$ cat config.mk
export PLATFORM = sky130hd
export DESIGN_NAME = zuma_config_sink_flat
export DESIGN_NICKNAME = d
export VERILOG_FILES = /design/src/rtl/zuma_cfg_pkg.sv /design/src/rtl/zuma_config_sink_if.sv /design/src/rtl/zuma_cfg_addr_decode.sv /design/src/rtl/zuma_config_sink.sv /design/src/flat_wrapper.sv
export SDC_FILE = /design/constraint.sdc
export NUM_CORES = 1
export LEC_CHECK = 0
export ABC_AREA = 1
export CORE_MARGIN = 2
export CORE_UTILIZATION = 35
export DETAILED_ROUTE_END_ITERATION = 8
export GPL_ROUTABILITY_DRIVEN = 0
export SKIP_CTS_REPAIR_TIMING = 1
export SYNTH_ARGS = -nofsm -noshare
export SYNTH_HDL_FRONTEND = slang
export SYNTH_SLANG_ARGS = --single-unit
$ cat constraint.sdc
create_clock -name clk -period 2.1 [get_ports clk]
set_input_delay 0.42 -clock clk [delete_from_list [all_inputs] [get_ports clk]]
set_output_delay 0.42 -clock clk [all_outputs]
set_load 0.02 [all_outputs]
$ cat src/rtl/zuma_cfg_pkg.sv
// rtl/zuma_cfg_pkg.sv - shared state type and image sizing helper for the config sink
package zuma_cfg_pkg;

  typedef enum logic [1:0] {
    IDLE,
    LOAD,
    DONE,
    ERROR
  } cfg_state_e;

  function automatic int unsigned total_words(input int unsigned lut_size,
                                               input int unsigned num_stages);
    return (32'd1 << lut_size) * num_stages;
  endfunction

endpackage

$ cat src/rtl/zuma_config_sink_if.sv
// rtl/zuma_config_sink_if.sv - config word stream in, stage write strobes and status out
interface zuma_config_sink_if #(
  parameter int LUT_SIZE     = 6,
  parameter int NUM_STAGES   = 4,
  parameter int CONFIG_WIDTH = 32,
  parameter int ADDR_WIDTH   = 32
);

  logic                    config_en;
  logic [ADDR_WIDTH-1:0]   config_addr;
  logic [CONFIG_WIDTH-1:0] config_data;
  logic [NUM_STAGES-1:0]   wr_en;
  logic [LUT_SIZE-1:0]     wr_row;
  logic [CONFIG_WIDTH-1:0] wr_data;
  logic [ADDR_WIDTH-1:0]   progress;
  logic                    config_done;
  logic                    config_error;
  logic [ADDR_WIDTH-1:0]   error_addr;

  modport master (
    output config_en, config_addr, config_data,
    input  wr_en, wr_row, wr_data, progress, config_done, config_error, error_addr
  );

  modport slave (
    input  config_en, config_addr, config_data,
    output wr_en, wr_row, wr_data, progress, config_done, config_error, error_addr
  );

endinterface

$ cat src/rtl/zuma_cfg_addr_decode.sv
// rtl/zuma_cfg_addr_decode.sv - splits a config address into range flag, stage one-hot and row
module zuma_cfg_addr_decode
  import zuma_cfg_pkg::*;
#(
  parameter int LUT_SIZE   = 6,
  parameter int NUM_STAGES = 4,
  parameter int ADDR_WIDTH = 32
) (
  input  logic [ADDR_WIDTH-1:0] addr,
  output logic                  in_range,
  output logic [NUM_STAGES-1:0] stage_oh,
  output logic [LUT_SIZE-1:0]   row
);

  localparam logic [ADDR_WIDTH-1:0] TOTAL_W = ADDR_WIDTH'(total_words(LUT_SIZE, NUM_STAGES));

  logic [ADDR_WIDTH-1:0] stage_idx;

  always_comb begin
    in_range  = addr < TOTAL_W;
    stage_idx = addr >> LUT_SIZE;
    row       = addr[LUT_SIZE-1:0];
    // Out-of-range addresses must never raise a strobe, even if their stage index aliases.
    for (int i = 0; i < NUM_STAGES; i++) begin
      stage_oh[i] = in_range && (stage_idx == ADDR_WIDTH'(i));
    end
  end

endmodule

$ cat src/rtl/zuma_config_sink.sv
// rtl/zuma_config_sink.sv - sequence-checking receiver for the overlay config stream
module zuma_config_sink
  import zuma_cfg_pkg::*;
#(
  parameter int LUT_SIZE     = 6,
  parameter int NUM_STAGES   = 4,
  parameter int CONFIG_WIDTH = 32,
  parameter int ADDR_WIDTH   = 32
) (
  input  logic             clk,
  input  logic             reset_n,
  zuma_config_sink_if.slave cfg
);

  localparam logic [ADDR_WIDTH-1:0] TOTAL_W = ADDR_WIDTH'(total_words(LUT_SIZE, NUM_STAGES));
  localparam logic [ADDR_WIDTH-1:0] LAST_W  = TOTAL_W - 1'b1;

  cfg_state_e              state_q, state_d;
  logic [ADDR_WIDTH-1:0]   expected_q, expected_d;
  logic [ADDR_WIDTH-1:0]   progress_q, progress_d;
  logic [NUM_STAGES-1:0]   wr_en_q, wr_en_d;
  logic [LUT_SIZE-1:0]     wr_row_q, wr_row_d;
  logic [CONFIG_WIDTH-1:0] wr_data_q, wr_data_d;
  logic                    done_q, done_d;
  logic                    error_q, error_d;
  logic [ADDR_WIDTH-1:0]   error_addr_q, error_addr_d;

  logic                    in_range;
  logic [NUM_STAGES-1:0]   stage_oh;
  logic [LUT_SIZE-1:0]     row;
  logic                    addr_hit;
  logic                    addr_zero;
  logic                    take;
  logic [ADDR_WIDTH-1:0]   exp_cur;
  logic [ADDR_WIDTH-1:0]   prog_cur;

  zuma_cfg_addr_decode #(
    .LUT_SIZE  (LUT_SIZE),
    .NUM_STAGES(NUM_STAGES),
    .ADDR_WIDTH(ADDR_WIDTH)
  ) u_decode (
    .addr    (cfg.config_addr),
    .in_range(in_range),
    .stage_oh(stage_oh),
    .row     (row)
  );

  assign addr_hit  = in_range && (cfg.config_addr == expected_q);
  assign addr_zero = (cfg.config_addr == '0);

  always_comb begin
    state_d      = state_q;
    expected_d   = expected_q;
    progress_d   = progress_q;
    wr_en_d      = '0;
    wr_row_d     = wr_row_q;
    wr_data_d    = wr_data_q;
    done_d       = done_q;
    error_d      = error_q;
    error_addr_d = error_addr_q;
    exp_cur      = expected_q;
    prog_cur     = progress_q;
    take         = 1'b0;

    case (state_q)
      IDLE, LOAD: begin
        if (cfg.config_en && addr_hit) begin
          take = 1'b1;
        end else if (cfg.config_en || (state_q == LOAD)) begin
          // A gap while loading is a truncated image; report where it stopped.
          state_d      = ERROR;
          error_d      = 1'b1;
          error_addr_d = cfg.config_en ? cfg.config_addr : expected_q;
        end
      end
      DONE, ERROR: begin
        if (cfg.config_en && addr_zero) begin
          done_d   = 1'b0;
          error_d  = 1'b0;
          exp_cur  = '0;
          prog_cur = '0;
          take     = 1'b1;
        end
      end
      default: state_d = IDLE;
    endcase

    if (take) begin
      wr_en_d    = stage_oh;
      wr_row_d   = row;
      wr_data_d  = cfg.config_data;
      expected_d = exp_cur + 1'b1;
      progress_d = (prog_cur >= TOTAL_W) ? TOTAL_W : prog_cur + 1'b1;
      if (exp_cur == LAST_W) begin
        state_d = DONE;
        done_d  = 1'b1;
      end else begin
        state_d = LOAD;
      end
    end
  end

  always_ff @(posedge clk or negedge reset_n) begin
    if (!reset_n) begin
      state_q      <= IDLE;
      expected_q   <= '0;
      progress_q   <= '0;
      wr_en_q      <= '0;
      wr_row_q     <= '0;
      wr_data_q    <= '0;
      done_q       <= 1'b0;
      error_q      <= 1'b0;
      error_addr_q <= '0;
    end else begin
      state_q      <= state_d;
      expected_q   <= expected_d;
      progress_q   <= progress_d;
      wr_en_q      <= wr_en_d;
      wr_row_q     <= wr_row_d;
      wr_data_q    <= wr_data_d;
      done_q       <= done_d;
      error_q      <= error_d;
      error_addr_q <= error_addr_d;
    end
  end

  assign cfg.wr_en        = wr_en_q;
  assign cfg.wr_row       = wr_row_q;
  assign cfg.wr_data      = wr_data_q;
  assign cfg.progress     = progress_q;
  assign cfg.config_done  = done_q;
  assign cfg.config_error = error_q;
  assign cfg.error_addr   = error_addr_q;

endmodule

$ cat src/flat_wrapper.sv
// flat-port wrapper written by rule: the top's interface ports become plain ports
module zuma_config_sink_flat import zuma_cfg_pkg::*;
#(
  parameter int LUT_SIZE     = 6,
  parameter int NUM_STAGES   = 4,
  parameter int CONFIG_WIDTH = 32,
  parameter int ADDR_WIDTH   = 32
)
  (clk, reset_n, cfg_config_en, cfg_config_addr, cfg_config_data, cfg_wr_en, cfg_wr_row, cfg_wr_data, cfg_progress, cfg_config_done, cfg_config_error, cfg_error_addr);
  zuma_config_sink_if #(.LUT_SIZE(LUT_SIZE), .NUM_STAGES(NUM_STAGES), .CONFIG_WIDTH(CONFIG_WIDTH), .ADDR_WIDTH(ADDR_WIDTH)) cfg_i ();
  input  logic clk;
  input  logic reset_n;
  input wire logic [$bits(cfg_i.config_en)-1:0] cfg_config_en;
  input wire logic [$bits(cfg_i.config_addr)-1:0] cfg_config_addr;
  input wire logic [$bits(cfg_i.config_data)-1:0] cfg_config_data;
  output wire logic [$bits(cfg_i.wr_en)-1:0] cfg_wr_en;
  output wire logic [$bits(cfg_i.wr_row)-1:0] cfg_wr_row;
  output wire logic [$bits(cfg_i.wr_data)-1:0] cfg_wr_data;
  output wire logic [$bits(cfg_i.progress)-1:0] cfg_progress;
  output wire logic [$bits(cfg_i.config_done)-1:0] cfg_config_done;
  output wire logic [$bits(cfg_i.config_error)-1:0] cfg_config_error;
  output wire logic [$bits(cfg_i.error_addr)-1:0] cfg_error_addr;
  assign cfg_i.config_en = cfg_config_en;
  assign cfg_i.config_addr = cfg_config_addr;
  assign cfg_i.config_data = cfg_config_data;
  assign cfg_wr_en = cfg_i.wr_en;
  assign cfg_wr_row = cfg_i.wr_row;
  assign cfg_wr_data = cfg_i.wr_data;
  assign cfg_progress = cfg_i.progress;
  assign cfg_config_done = cfg_i.config_done;
  assign cfg_config_error = cfg_i.config_error;
  assign cfg_error_addr = cfg_i.error_addr;
  zuma_config_sink #(.LUT_SIZE(LUT_SIZE), .NUM_STAGES(NUM_STAGES), .CONFIG_WIDTH(CONFIG_WIDTH), .ADDR_WIDTH(ADDR_WIDTH)) u_core (.clk(clk), .reset_n(reset_n), .cfg(cfg_i));
endmodule
==> flow_summary.json, run 1 <==
{
  "status": "finished clean",
  "layout_commonest_cell": "sky130_fd_sc_hd__nand2_1",
  "timing.final.ws_setup_ns": 0.134,
  "dieArea_um2": 20100,
  "timing.max_slew.rel_slack_pct": 72.6,
  "clk_pin_slew_ns": 0.06,
  "fin_worst_hold_slack_ns": 0.262,
  "yosysWarningCount": 0,
  "worst_skew_pair.late_latency_ns": 0.42,
  "synth_sequential_area_ratio_pct": 53.5,
  "synth_cells": 857,
  "startpoint_type": "flop",
  "cts.sink_count": 142,
  "final-hold-violation-count": 0,
  "initial_core_util_pct": 35.7,
  "cp_slowest_stage_delay_ns": 0.68,
  "cp_num_buf_inv": 1,
  "dieHeight_um": 142,
  "clockRootBuffer": "sky130_fd_sc_hd__clkbuf_16",
  "rows": 50,
  "dp_hpwl_um": 13000,
  "vdd_ir_drop_max_mv": 0.663,
  "finalCriticalPeriod_ns": 1.97,
  "grt.overflow.total": 0,
  "clock_tree_from_tritoncts": "yes",
  "synth_top_family_by_area": "simple AND/OR/NAND/NOR gates",
  "synth_compound_gate_area_share_pct": 9.47,
  "detail_route.first_pass.iterations": 5,
  "htreeDepth": 4,
  "grt_setup_unrepaired": "yes",
  "power_density_nw_per_um2": 1150,
  "wire_per_inst_um": 13.9,
  "grt_first_pass_wirelength_um": 29600,
  "cp.required_ns": 1.68,
  "first_global_vias": 5869,
  "hold_path_class": "in -> reg",
  "cp.arrival_ns": 1.55,
  "port-buffer-count": 174,
  "top_level_ports": 175,
  "max_freq_mhz": 509,
  "finish.net_count": 1170,
  "cell_taking_the_most_area_after_synthesis": "sky130_fd_sc_hd__dfrtp_1",
  "placeableCoreArea_um2": 18600,
  "max-cap-violations": 0,
  "drt_drc_violations_left": 0,
  "number_of_synthesized_register_bits": 142,
  "ys.flop_type": "sky130_fd_sc_hd__dfrtp_1",
  "crit_slowest_cell": "sky130_fd_sc_hd__clkdlybuf4s50_1",
  "total_leakage_power_uw": 0.00525,
  "setup.worst_path.end_class": "output pin",
  "synth_edf_count": 0,
  "synthAdderAreaFrac_pct": 0.377,
  "preCtsSetupSlack_ns": -0.608,
  "detailroute.via_count": 6171,
  "max_slew.worst_pin.slew_ns": 0.412,
  "detail_route.vias_per_cell": 4.58,
  "syn-mean-instance-area_um2": 7.76,
  "report.final.slew_viol_count": 0,
  "syn_nets": 926,
  "most-common-layout-cells": "sky130_fd_sc_hd__nand2_1, sky130_fd_sc_hd__dfrtp_1, sky130_fd_sc_hd__clkdlybuf4s50_1",
  "cts_buffers": 17,
  "diodes": 0,
  "die_width_um": 142,
  "drt-total-wl_um": 18800,
  "timing.critical_path.cells": "clkdlybuf4s50_1",
  "proportion_of_synthesized_area_in_mux_cells_pct": 0,
  "layout_worst_path_cycle_share_pct": 93.6,
  "grt_max_degree": 41,
  "asyncSetResetFlopFracSynth_pct": 100,
  "detail_route.iter0.violations": 299,
  "count_of_cell_types_in_the_netlist": 32,
  "grt_antenna_before_repair": 0,
  "grt_use_total_pct": 18.5,
  "timing.setup.critical_path_class": "reg -> out",
  "synth_xor_area_share_pct": 1.19,
  "synth.top_cells.by_area": "sky130_fd_sc_hd__dfrtp_1, sky130_fd_sc_hd__nand2_1, sky130_fd_sc_hd__inv_1, sky130_fd_sc_hd__o21ai_0, sky130_fd_sc_hd__nor2_1",
  "synth-simple-area-share_pct": 26.6,
  "setup_viol": 0,
  "critical-path-top-delay-family": "buffers and inverters",
  "layout-drive-gt1-share_pct": 15.1,
  "critical_path.max_fanout": 5,
  "ant_nets": 0,
  "synthDominantCellAreaShare_pct": 53.5,
  "post_synth_instance_area_um2": 6650,
  "worst_clock_skew_ns": 0.00869,
  "synthToLayoutAreaGrowth_pct": 53.1,
  "setup_total_negative_slack_ns": 0,
  "max-clock-path-buffers": 2
}
[metal layers]
layer,track usage [%],up-vias,wire [um]
met3,4.35,20,993
met2,27.9,155,8430
li1,-,3148,-
met1,26.3,2848,9130
met4,6.42,0,245
met5,0,-,0
[where the power goes]
group          switching (uW)  leakage, uW  internal (uW)
registers                 619      0.00186           3590
logic                    2420      0.00314           2290
clock network            1210     0.000254           1620
total                    4240      0.00525           7500
[through the flow]
step	total power [uW]	util, %	area [um2]	std cells
final	11700	54.6	10200	1348
after global routing	12500	54.6	10200	1348
after CTS	11700	52.1	9700	1335
after detailed placement	8830	49.1	9150	1303
after global placement	8800	49.1	9150	1303
after floorplan	6390	-	6680	857
[sequential cells by signal (all words and copies together) (netlist names)]
signal                   cells
u_core.state_q               2
u_core.cfg.wr_data          32
u_core.cfg.config_done       1
u_core.cfg.error_addr       32
u_core.expected_q           32
u_core.cfg.wr_en             4
u_core.cfg.wr_row            6
u_core.cfg.config_error      1
u_core.cfg.progress         32
[kinds of logic (layout without fill, tap and decap cells)]
kind of cell	Yosys count	in the layout
and+or+nand+nor	445	445
DFF	142	142
buffers and inverters	146	403
xor gates and xnor gates	9	9
AOI/OAI and AO/OA	113	113
adders and majority gates	2	2
[worst paths after layout]
check,from,to,slack [ns],cells past startpoint
max in group asynchronous,reset_n,u_core.cfg.progress[8]$_DFFE_PN0N_,1.06,3
worst min register to register,u_core.expected_q[9]$_DFFE_PN0N_,u_core.expected_q[9]$_DFFE_PN0N_,0.47,2
worst max register to register,u_core.expected_q[21]$_DFFE_PN0N_,u_core.cfg.wr_en[1]$_DFF_PN0_,0.14,13
worst max-delay path,u_core.cfg.progress[2]$_DFFE_PN0N_,cfg_progress[2],0.13,1
min in group asynchronous,reset_n,u_core.cfg.error_addr[24]$_DFFE_PN0P_,0.47,2
worst min-delay path,cfg_config_addr[6],u_core.cfg.wr_en[2]$_DFF_PN0_,0.26,2
[cell type report]
type | count | area [um2]
clock buffers | 18 | 429
clock inverters | 14 | 121
fillers | 1720 | 8470
inverters | 114 | 442
multi-input cells | 569 | 2670
flip-flops and latches | 142 | 3550
well taps | 234 | 293
repair buffers | 256 | 2660
repair inverters | 1 | 5.00
[cells in the mapped netlist, drive strengths merged (5+ instances only)]
cell,number
dfrtp,142
a21oi,6
nand2,326
nand3,16
buf,25
inv,114
nor2,79
xor2,5
clkbuf,7
nor4,6
o21ai,89
o41ai,10
nand4,8
Power figures use the tool's default switching activity.
==> run 2: changes to the inputs <==
- CAP_MARGIN: default -> 15
==> results of run 2 <==
No change in the layout: final DEF, timing and power equal those of run 1.
==> run 3: changes to the inputs <==
- GPL_TIMING_DRIVEN: default -> 0
- HOLD_SLACK_MARGIN: default -> 0.1
- SLEW_MARGIN: default -> 20
==> run 3 against run 2 <==
Effect of this change: power up 1.8%; clock skew up 0.0016 ns; sequential share of layout area rose by 0.87 points; sequential cell count did not move; global-route usage increased by 0.76 points; clock power increased by 13%; critical path type is now reg -> reg; highest routed layer unchanged.
==> flow_summary.json, run 3 (same netlist as run 1, synthesis figures left out) <==
{
  "startpoint": "u_core.expected_q[2]$_DFFE_PN0N_",
  "fin_worst_hold_slack_ns": 0.341,
  "timing.final.ws_setup_ns": 0.0750,
  "layout_commonest_cell": "sky130_fd_sc_hd__nand2_1",
  "dieHeight_um": 142,
  "hp-start": "cfg_config_addr[6]",
  "max_freq_mhz": 494,
  "timing.setup.critical_path_class": "reg -> reg",
  "crit_slowest_cell": "sky130_fd_sc_hd__dfrtp_2",
  "crit-reg2reg-launch": "u_core.expected_q[2]$_DFFE_PN0N_",
  "cp_slowest_stage_delay_ns": 0.44,
  "drt_drc_violations_left": 0,
  "rows": 50,
  "timing.critical_path.cells": "or2_0, a21oi_1, nand3_1, nor2_1, nand2_2, a21oi_4, buf_6, nand2_4, xor2_2",
  "hold_path_class": "in -> reg",
  "detail_route.vias_per_cell": 4.63,
  "detail_route.first_pass.iterations": 5,
  "cp.required_ns": 2.41,
  "synthToLayoutAreaGrowth_pct": 49.6,
  "detail_route.iter0.violations": 332,
  "setup.worst_path.end_class": "flop",
  "status": "finished clean",
  "critical-path-top-delay-family": "simple AND/OR/NAND/NOR gates",
  "cp.arrival_ns": 2.33,
  "detailroute.via_count": 6170,
  "total_leakage_power_uw": 0.00510,
  "grt_antenna_before_repair": 0,
  "first_global_vias": 5885,
  "clockRootBuffer": "sky130_fd_sc_hd__clkbuf_16",
  "clock_tree_from_tritoncts": "yes",
  "grt_first_pass_wirelength_um": 30500,
  "ant_nets": 0,
  "max_slew.worst_pin.slew_ns": 0.579,
  "vdd_ir_drop_max_mv": 0.679,
  "power_density_nw_per_um2": 1200,
  "cp_num_buf_inv": 1,
  "wire_per_inst_um": 14.4,
  "final-hold-violation-count": 0,
  "timing.max_slew.rel_slack_pct": 61.4,
  "die_width_um": 142,
  "diodes": 0,
  "dp_hpwl_um": 13500,
  "setup_viol": 0,
  "clk_pin_slew_ns": 0.06,
  "grt_use_total_pct": 19.3,
  "startpoint_type": "flop",
  "worst_clock_skew_ns": 0.0103,
  "finish.net_count": 1154,
  "cts_buffers": 17,
  "preCtsSetupSlack_ns": -0.916,
  "layout-drive-gt1-share_pct": 13.1,
  "finalCoreUtilization_pct": 53.3,
  "placeableCoreArea_um2": 18600,
  "dieArea_um2": 20100,
  "layout_worst_path_cycle_share_pct": 96.4,
  "max-clock-path-buffers": 2,
  "grt.overflow.total": 0,
  "grt_setup_unrepaired": "yes",
  "most-common-layout-cells": "sky130_fd_sc_hd__nand2_1, sky130_fd_sc_hd__clkdlybuf4s50_1, sky130_fd_sc_hd__dfrtp_1",
  "finalCriticalPeriod_ns": 2.03,
  "top_level_ports": 175,
  "initial_core_util_pct": 35.7,
  "worst_skew_pair.late_latency_ns": 0.42,
  "cts.sink_count": 142,
  "critical_path.max_fanout": 6,
  "grt_max_degree": 96,
  "report.final.slew_viol_count": 0,
  "max-cap-violations": 0,
  "port-buffer-count": 174,
  "drt-total-wl_um": 19200,
  "htreeDepth": 4
}
==> run 3: changes by cell type in the layout (fill, tap and decap cells not counted), moves of 4 or more <==
cell	change
sky130_fd_sc_hd__buf_12	-9
sky130_fd_sc_hd__buf_4	-24
sky130_fd_sc_hd__buf_6	+5
sky130_fd_sc_hd__buf_8	+4
sky130_fd_sc_hd__clkbuf_1	+6
sky130_fd_sc_hd__clkbuf_16	-5
sky130_fd_sc_hd__dfrtp_1	-4
sky130_fd_sc_hd__dfrtp_2	+4
sky130_fd_sc_hd__nand2_2	-4
sky130_fd_sc_hd__o21ai_0	+8
sky130_fd_sc_hd__o21ai_1	-6
==> run 3: metrics by stage <==
step	cell area (um2)	setup TNS, ns	power (uW)	std cells
2_1_floorplan	6680	0	6390	857
3_3_place_gp	8710	-834.31	8660	1265
3_5_place_dp	8750	-78.84	8700	1266
4_1_cts	9370	-20.52	11900	1298
5_1_grt	9940	-0.713	12600	1332
6_report	9940	0	12000	1332
==> run 3: final timing paths <==
check | endpoint | slack [ns] | cells after the start
max | u_core.expected_q[6]$_DFFE_PN0N_ | 0.07 | 9
min | u_core.cfg.wr_en[2]$_DFF_PN0_ | 0.34 | 2
max reg2reg | u_core.expected_q[6]$_DFFE_PN0N_ | 0.07 | 9
min reg2reg | u_core.cfg.wr_data[16]$_DFFE_PN0N_ | 0.48 | 2
max in group asynchronous | u_core.expected_q[9]$_DFFE_PN0N_ | 0.80 | 3
min in group asynchronous | u_core.cfg.error_addr[23]$_DFFE_PN0P_ | 0.48 | 2
==> run 3: power by group <==
part	internal (uW)	total (uW)	switching, uW
clock	1990	3190	1200
sequential	3590	4230	644
combinational	2130	4540	2400
total	7710	12000	4250
==> run 3: routing by layer <==
layer / wire [um] / vias up / GRT usage [%]
li1: - / 3109 / -
met1: 8990 / 2845 / 26.2
met2: 8710 / 191 / 30.3
met3: 1070 / 25 / 4.25
met4: 422 / 0 / 7.42
met5: 0 / - / 0
==> run 3: area by class of cell <==
cell class | instances | area [um2]
Tap cell | 234 | 293
Sequential cell | 142 | 3560
Timing Repair inverter | 1 | 7.51
Multi-Input combinational cell | 569 | 2660
Clock inverter | 14 | 191
Inverter | 114 | 428
Timing Repair Buffer | 208 | 2120
Clock buffer | 18 | 429
Fill cell | 1755 | 8700
Buffer | 32 | 259
